<file path="src/rtl/qmult_pkg.sv">
// Shared sizing helpers and the magnitude round/saturate function used by the
// coefficient multipliers and the kernel adder tree.
package qmult_pkg;

  // Widest accumulator the round/saturate helper handles.
  localparam int MAX_W = 128;

  typedef struct packed {
    logic [MAX_W-1:0] mag;
    logic             ovf;
  } rsat_t;

  function automatic int PROD_W(input int pix_w, input int word_w);
    return pix_w + word_w - 1;
  endfunction

  function automatic logic [MAX_W-1:0] MAG_MAX(input int word_w);
    return (MAX_W'(1) << (word_w - 1)) - MAX_W'(1);
  endfunction

  // Round half up on the magnitude, then clamp to the largest word magnitude.
  function automatic rsat_t round_sat(input logic [MAX_W-1:0] p, input int shift,
                                      input int word_w);
    logic [MAX_W-1:0] m;
    logic [MAX_W-1:0] lim;
    rsat_t            r;
    if (shift > 0) begin
      m = (p + (MAX_W'(1) << (shift - 1))) >> shift;
    end else begin
      m = p;
    end
    lim = MAG_MAX(word_w);
    if (m > lim) begin
      r.mag = lim;
      r.ovf = 1'b1;
    end else begin
      r.mag = m;
      r.ovf = 1'b0;
    end
    return r;
  endfunction

endpackage

</file>
<file path="src/rtl/qmult_stage.sv">
// One shift-add stage: adds the coefficient magnitude shifted by STAGE when
// pixel bit STAGE is set, and carries pixel, magnitude and sign forward.
module qmult_stage
  import qmult_pkg::*;
#(
  parameter int STAGE     = 0,
  parameter int PIX_WIDTH = 8,
  parameter int MAG_W     = 31,
  parameter int ACC_W     = PROD_W(PIX_WIDTH, MAG_W + 1)
) (
  input  logic                 clk,
  input  logic                 reset,
  input  logic                 en,
  input  logic                 prev_valid,
  input  logic [PIX_WIDTH-1:0] prev_pix,
  input  logic [MAG_W-1:0]     prev_mag,
  input  logic                 prev_sign,
  input  logic [ACC_W-1:0]     prev_partial,
  output logic                 valid,
  output logic [PIX_WIDTH-1:0] pix,
  output logic [MAG_W-1:0]     mag,
  output logic                 sign,
  output logic [ACC_W-1:0]     partial
);

  logic [ACC_W-1:0] addend;

  always_comb begin
    addend = '0;
    if (prev_pix[STAGE]) begin
      addend = ACC_W'(prev_mag) << STAGE;
    end
  end

  always_ff @(posedge clk) begin
    if (reset) begin
      valid <= 1'b0;
    end else if (en) begin
      valid <= prev_valid;
    end
  end

  // Data registers follow the enable only; bubbles carry don't-care data.
  always_ff @(posedge clk) begin
    if (en) begin
      pix     <= prev_pix;
      mag     <= prev_mag;
      sign    <= prev_sign;
      partial <= prev_partial + addend;
    end
  end

endmodule

</file>
<file path="src/rtl/qmult_pipe.sv">
// Pipelined shift-add multiplier: unsigned pixel times sign-magnitude
// coefficient, with valid/ready backpressure, rounding shift and saturation.
module qmult_pipe
  import qmult_pkg::*;
#(
  parameter int PIX_WIDTH      = 8,
  parameter int FP_WORD_LENGTH = 32,
  parameter int FP_FRAC_LENGTH = 15,
  parameter int OUT_SHIFT      = 0
) (
  input  logic                      clk,
  input  logic                      reset,
  input  logic                      in_valid,
  output logic                      in_ready,
  input  logic [PIX_WIDTH-1:0]      pix,
  input  logic [FP_WORD_LENGTH-1:0] coef,
  output logic                      out_valid,
  input  logic                      out_ready,
  output logic [FP_WORD_LENGTH-1:0] y,
  output logic                      ovf
);

  localparam int MAG_W = FP_WORD_LENGTH - 1;
  localparam int ACC_W = PROD_W(PIX_WIDTH, FP_WORD_LENGTH);

  if (OUT_SHIFT < 0 || OUT_SHIFT > PIX_WIDTH + FP_WORD_LENGTH - 2) begin : g_bad_shift
    $error("qmult_pipe: OUT_SHIFT out of range");
  end
  if (FP_FRAC_LENGTH < 0 || FP_FRAC_LENGTH >= FP_WORD_LENGTH) begin : g_bad_frac
    $error("qmult_pipe: FP_FRAC_LENGTH must leave room for the sign bit");
  end
  if (ACC_W > MAX_W) begin : g_bad_width
    $error("qmult_pipe: accumulator wider than round_sat supports");
  end

  logic en;

  // Whole pipeline advances together; it only stalls when a result is waiting.
  assign en       = !out_valid || out_ready;
  assign in_ready = en;

  logic                 vld_p  [0:PIX_WIDTH];
  logic [PIX_WIDTH-1:0] pix_p  [0:PIX_WIDTH];
  logic [MAG_W-1:0]     mag_p  [0:PIX_WIDTH];
  logic                 sign_p [0:PIX_WIDTH];
  logic [ACC_W-1:0]     part_p [0:PIX_WIDTH];

  assign vld_p[0]  = in_valid;
  assign pix_p[0]  = pix;
  assign mag_p[0]  = coef[FP_WORD_LENGTH-2:0];
  assign sign_p[0] = coef[FP_WORD_LENGTH-1];
  assign part_p[0] = '0;

  for (genvar i = 0; i < PIX_WIDTH; i++) begin : g_stage
    qmult_stage #(
      .STAGE     (i),
      .PIX_WIDTH (PIX_WIDTH),
      .MAG_W     (MAG_W),
      .ACC_W     (ACC_W)
    ) u_stage (
      .clk          (clk),
      .reset        (reset),
      .en           (en),
      .prev_valid   (vld_p[i]),
      .prev_pix     (pix_p[i]),
      .prev_mag     (mag_p[i]),
      .prev_sign    (sign_p[i]),
      .prev_partial (part_p[i]),
      .valid        (vld_p[i+1]),
      .pix          (pix_p[i+1]),
      .mag          (mag_p[i+1]),
      .sign         (sign_p[i+1]),
      .partial      (part_p[i+1])
    );
  end

  rsat_t            rs;
  logic [MAG_W-1:0] mag_fin;

  always_comb begin
    rs      = round_sat(MAX_W'(part_p[PIX_WIDTH]), OUT_SHIFT, FP_WORD_LENGTH);
    mag_fin = rs.mag[MAG_W-1:0];
  end

  // Output stage: y/ovf only load on a valid entry so they stay put across
  // bubbles and stalls; a zero magnitude never carries a sign.
  always_ff @(posedge clk) begin
    if (reset) begin
      out_valid <= 1'b0;
      y         <= '0;
      ovf       <= 1'b0;
    end else if (en) begin
      out_valid <= vld_p[PIX_WIDTH];
      if (vld_p[PIX_WIDTH]) begin
        y   <= {sign_p[PIX_WIDTH] && (mag_fin != '0), mag_fin};
        ovf <= rs.ovf;
      end
    end
  end

endmodule

</file>
<file path="config.mk">
export PLATFORM = sky130hd
export DESIGN_NAME = qmult_pipe
export DESIGN_NICKNAME = d
export VERILOG_FILES = /design/src/rtl/qmult_pkg.sv /design/src/rtl/qmult_stage.sv /design/src/rtl/qmult_pipe.sv
export SDC_FILE = /design/constraint.sdc
export NUM_CORES = 1
export LEC_CHECK = 0
export ABC_AREA = 1
export ABC_CLOCK_PERIOD_IN_PS = 39000
export CORE_MARGIN = 1
export CORE_UTILIZATION = 50
export CTS_CLUSTER_SIZE = 28
export DETAILED_ROUTE_END_ITERATION = 8
export GPL_TIMING_DRIVEN = 0
export PLACE_DENSITY = 0.66
export SETUP_SLACK_MARGIN = 0.15
export SYNTH_ARGS = -nofsm -noshare
export SYNTH_HDL_FRONTEND = slang
export SYNTH_SLANG_ARGS = --single-unit
</file>
<file path="constraint.sdc">
create_clock -name clk -period 39 [get_ports clk]
set_input_delay 3.9 -clock clk [delete_from_list [all_inputs] [get_ports clk]]
set_output_delay 3.9 -clock clk [all_outputs]
set_load 0.005 [all_outputs]
</file>
==> results.toml, run 1 <==
[status]
outcome = "completed"

[placement]
dp_cells = 5666
io_buffers = 78
globalplace.congestion = 0.938
dp_hpwl_um = 81000

[synth]
netlist_area_um2 = 36200
syn_inst = 4633
yosys_warnings = 0
synth_seq_area_share_pct = 46.8
syn_avg_cell_area_um2 = 7.81
syn-num-nets = 4900
ys_ff_latch = 578
ys_types = 30

[cells_and_area]
antenna_cells = 0
syn_to_final_growth_pct = 12.2
layout_commonest_cell = "nand2_1"
finalNetCount = 5052
final_cell_mix = "nand2_1, inv_1, edfxtp_1"
multi_input_area_um2 = 15400
utilization_pct = 56.7
drive_gt1_share_pct = 5.31
fin_cells = 5786
seqCellArea_um2 = 16900
fill_cells = 6873

[drt]
drc = 0
ant_nets = 0
wl_per_cell_um = 16.8
drt_first_pass_iters = 6
drt_wl_total_um = 97200
initialDrtViolationCount = 1436
routed_via_density = 4.96
vias = 28700

[global_routing]
grt_antenna_before_repair = 0
grt_pass1_wl_um = 151000
first_global_vias = 28300
grt_max_degree = 109
grt_use_total_pct = 26.8
gr-total-overflow = 0

[cts]
path_clk_slew_ns = 0.06
cts_resized = 0
cts_root_buffer = "clkbuf_16"
insertion_delay_ns = 0.61
cts_sinks = 578
htreeDepth = 3
cts_max_path_buffers = 3
cts_setup_buffers = 0
cts_buffers = 67
tritoncts = "done"
ctsHoldBuffers = 0

[floorplan]
rows = 98
die_y_um = 271
design.die.area_um2 = 73500
start_util_pct = 50.5
io_pins = 79
core_area_um2 = 71600
die_w_um = 271

[critical_path]
worst-r2r-cell-count = 12
reg2reg_to = "g_stage[5].u_stage.partial[31]"
required_ns = 35.10
rrSetupSlack_ns = 35.88
criticalPathCategory = "primary input to output pin"
r2r-start = "g_stage[4].u_stage.pix[5]"
critPathLaunchType = "primary input"
cp_max_fo = 103
cp-end-kind = "output pin"
crit_arrival_ns = 6.51

[hold_path]
holdPathStages = 0
min_to = "g_stage[1].u_stage.pix[6]"
hp-class = "register to register"
hold_start = "g_stage[0].u_stage.pix[6]"

[sta]
fmax_mhz = 96.0
worstMarginPinSlew_ns = 0.752
maxSlewViolCount = 0
hold_viol = 0
clock_skew_ns = 0.0210
period_needed_ns = 10.42
post-route-period-util_pct = 26.7
setup_viol = 0
whs_ns = 0.413
slew_headroom_pct = 49.9
tns_ns = 0
rsz0062_at_grt = "no"

[power]
ir_drop_uv = 34.0
powerDensity_nw_per_um2 = 60.7
p_sw_share_pct = 37.7
total_power_mw = 2.46
p_leak_nw = 21.9
clkPwrFrac_pct = 26.7
p_int_mw = 1.54
switching_power_uw = 929
pwr-share-comb_pct = 36.4
p_seq_share_pct = 36.9

[job]
maxCapViolations = 0
[cells in the mapped netlist, drive strengths merged]
master,number,area (um2)
a31oi,2,12.5
nand3b,1,7.51
fa,7,140
nand4,66,413
inv,979,3670
nor2,316,1300
o221ai,26,228
buf,7,35.0
a22oi,1,7.51
nand2,1754,6700
o21bai,22,165
ha,216,2700
o21ai,33,165
xor2,95,832
clkbuf,28,105
and2,41,257
clkinv,1,3.75
o211ai,2,15.0
nand3,239,1240
dfxtp,42,841
edfxtp,536,16100
a21oi,164,821
nor3,55,430
[per-stage QoR]
step,area [um2],setup WS (ns)
final,40600,28.59
after global routing,40600,28.44
after CTS,40600,28.62
after detailed placement,38300,28.64
after global placement,38200,12.79
after floorplan,36200,20.74
[registers in the layout, indices dropped and copies added (netlist names)]
register,count
g_stage.u_stage.partial,283
g_stage.u_stage.mag,217
y,32
g_stage.u_stage.pix,28
g_stage.u_stage.sign,8
g_stage.u_stage.valid,8
out_valid,1
ovf,1
[worst max path at each step]
stage | startpoint | to | slack (ns)
floorplan | out_ready | g_stage[0].u_stage.mag[0] | 20.74
global placement | out_ready | in_ready | 12.79
detailed placement | out_ready | in_ready | 28.64
CTS | out_ready | in_ready | 28.62
global route | out_ready | in_ready | 28.44
finish | out_ready | in_ready | 28.59
[critical path, cell delays in order]
cell and delay (ns):
clkdlybuf4s50_1 0.40, nor2_1 0.23, buf_2 0.27, clkinv_4 0.53
buf_16 0.47, clkdlybuf4s50_1 0.55
[kinds of logic (layout without fill, tap and decap cells)]
logic type,Yosys count,after routing,synth area share [%]
compound gates,250,250,3.91
xor+xnor,95,95,2.30
fa+ha+maj,223,223,7.86
buf+inv,1015,1218,10.6
flops,578,578,46.8
simple gates,2472,2472,28.6
[routing by layer]
layer / up-vias / track usage (%) / routed length, um
li1: 14900 / - / -
met1: 13000 / 27.1 / 35900
met2: 516 / 52.4 / 52800
met3: 258 / 2.76 / 2290
met4: 0 / 15.9 / 6180
met5: - / 0 / 0
[cell type report]
class / instances / area share (%)
Timing Repair Buffer: 83 / 2.26
Tap cell: 950 / 2.93
Clock inverter: 40 / 1.28
Inverter: 980 / 9.07
Buffer: 35 / 0.345
Clock buffer: 80 / 4.43
Multi-Input combinational cell: 3040 / 38.0
Sequential cell: 578 / 41.7
[power by group through the flow]
stage	logic, mW	registers, mW	clock network, mW
final	0.896	0.911	0.658
after global routing	1.01	0.925	0.693
after CTS	0.901	0.913	0.672
after detailed placement	0.895	0.925	0
after global placement	0.892	0.922	0
after floorplan	0.646	0.896	0
(Power assumes the default switching activity.)
==> run 2, diff against run 1 <==
--- a/config.mk
+++ b/config.mk
@@ -6,7 +6,7 @@
 export NUM_CORES = 1
 export LEC_CHECK = 0
 export ABC_AREA = 1
-export ABC_CLOCK_PERIOD_IN_PS = 39000
+export ABC_CLOCK_PERIOD_IN_PS = 9730
 export CORE_MARGIN = 1
 export CORE_UTILIZATION = 50
 export CTS_CLUSTER_SIZE = 28
==> constraint.sdc (replaced) <==
create_clock -name clk -period 9.73 [get_ports clk]
set_input_delay 0.973 -clock clk [delete_from_list [all_inputs] [get_ports clk]]
set_output_delay 0.973 -clock clk [all_outputs]
set_load 0.005 [all_outputs]
==> results.toml, run 2 (synthesis results as in run 1) <==
[cells_and_area]
seqCellArea_um2 = 16900
fill_cells = 6888
reg_top3 = "g_stage.u_stage.partial (283), g_stage.u_stage.mag (217), y (32)"
syn_to_final_growth_pct = 11.8
drive_gt1_share_pct = 5.16
largest-register = "g_stage.u_stage.partial"
layout_commonest_cell = "nand2_1"
fin_cells = 5791
multi_input_area_um2 = 15400
antenna_cells = 0
final_cell_mix = "nand2_1, inv_1, edfxtp_1"
largest_reg_flops = 283
final_area_um2 = 40500
finalNetCount = 5052

[critical_path]
criticalPathCategory = "primary input to output pin"
required_ns = 8.76
worst-r2r-cell-count = 12
crit_arrival_ns = 3.94
cp-end-kind = "output pin"
critPathLaunchType = "primary input"
cp_max_fo = 160

[global_routing]
grt_use_total_pct = 26.7
grt_max_degree = 171
grt_pass1_wl_um = 150000
first_global_vias = 28400
grt_antenna_before_repair = 0
gr-total-overflow = 0

[cts]
cts_sinks = 578
cts_root_buffer = "clkbuf_16"
cts_setup_buffers = 0
cts_resized = 0
ctsHoldBuffers = 0
insertion_delay_ns = 0.62
htreeDepth = 3
cts_max_path_buffers = 3
tritoncts = "done"
cts_buffers = 69
path_clk_slew_ns = 0.05

[power]
p_seq_share_pct = 37.5
total_power_mw = 9.73
ir_drop_uv = 137
clkPwrFrac_pct = 25.5
p_int_mw = 6.01
p_sw_share_pct = 38.2
pwr-share-comb_pct = 36.9
powerDensity_nw_per_um2 = 240
p_leak_nw = 21.8
switching_power_mw = 3.71

[sta]
slew_headroom_pct = 40.4
setup_viol = 0
hold_viol = 0
period_needed_ns = 4.91
whs_ns = 0.409
maxSlewViolCount = 0
post-route-period-util_pct = 50.5
worstMarginPinSlew_ns = 0.894
fmax_mhz = 204
clock_skew_ns = 0.0203
rsz0062_at_grt = "no"
tns_ns = 0

[floorplan]
core_area_um2 = 71600
rows = 98
design.die.area_um2 = 73500
start_util_pct = 50.5
io_pins = 79
die_w_um = 271
die_y_um = 271

[drt]
ant_nets = 0
drc = 0
vias = 28700
drt_wl_total_um = 96600
routed_via_density = 4.96
wl_per_cell_um = 16.7
drt_first_pass_iters = 6
initialDrtViolationCount = 1550

[job]
maxCapViolations = 0

[hold_path]
hp-class = "register to register"
holdPathStages = 0

[placement]
dp_hpwl_um = 79800
io_buffers = 78
dp_cells = 5664
globalplace.congestion = 0.934
placed_area_um2 = 38300

[status]
outcome = "completed"
## run 2: power by group through the flow
| stage | sequential [mW] | clock (mW) | combinational, mW |
|---|---|---|---|
| 2_1_floorplan | 3.59 | 0 | 2.59 |
| 3_3_place_gp | 3.69 | 0 | 3.57 |
| 3_5_place_dp | 3.71 | 0 | 3.58 |
| 4_1_cts | 3.66 | 2.54 | 3.61 |
| 5_1_grt | 3.70 | 2.63 | 4.07 |
| 6_report | 3.65 | 2.48 | 3.59 |
## run 2: final cells by class
type | instances | share of cell area, %
inverter | 980 | 9.12
clock buffer | 89 | 4.74
timing repair buffer | 81 | 2.13
buffer | 35 | 0.346
multi-input combinational | 3040 | 38.2
tap | 950 | 2.94
clock inverter | 38 | 0.696
sequential | 578 | 41.9
## run 2: final timing paths
path	slack, ns	end	from
setup / recovery	4.82	in_ready	out_ready
hold / removal	0.41	g_stage[1].u_stage.pix[6]	g_stage[0].u_stage.pix[6]
setup reg to reg	6.55	g_stage[1].u_stage.partial[29]	g_stage[0].u_stage.pix[1]
hold reg to reg	0.41	g_stage[1].u_stage.pix[6]	g_stage[0].u_stage.pix[6]
## run 2: per-stage QoR
step           util [%]  worst slack [ns]
4_1_cts            56.5              4.77
2_1_floorplan         -              1.47
3_5_place_dp       53.4              4.78
6_report           56.5              4.82
3_3_place_gp       53.3             -1.94
5_1_grt            56.5              4.60
## run 2: per-layer routing
layer / GRT usage (%) / share of wire [%] / wire length, um
met3: 2.94 / 2.9 / 2790
met1: 26.9 / 37 / 35400
met2: 51.2 / 53 / 51200
met5: 0 / 0 / 0
met4: 17.5 / 7.4 / 7140
## run 2: critical path, stage by stage
cell	delay (ns)
clkdlybuf4s50_1	0.46
nor2_1	0.07
buf_2	0.20
clkinv_8	0.26
buf_16	0.52
buf_16	0.49
clkdlybuf4s50_1	0.65
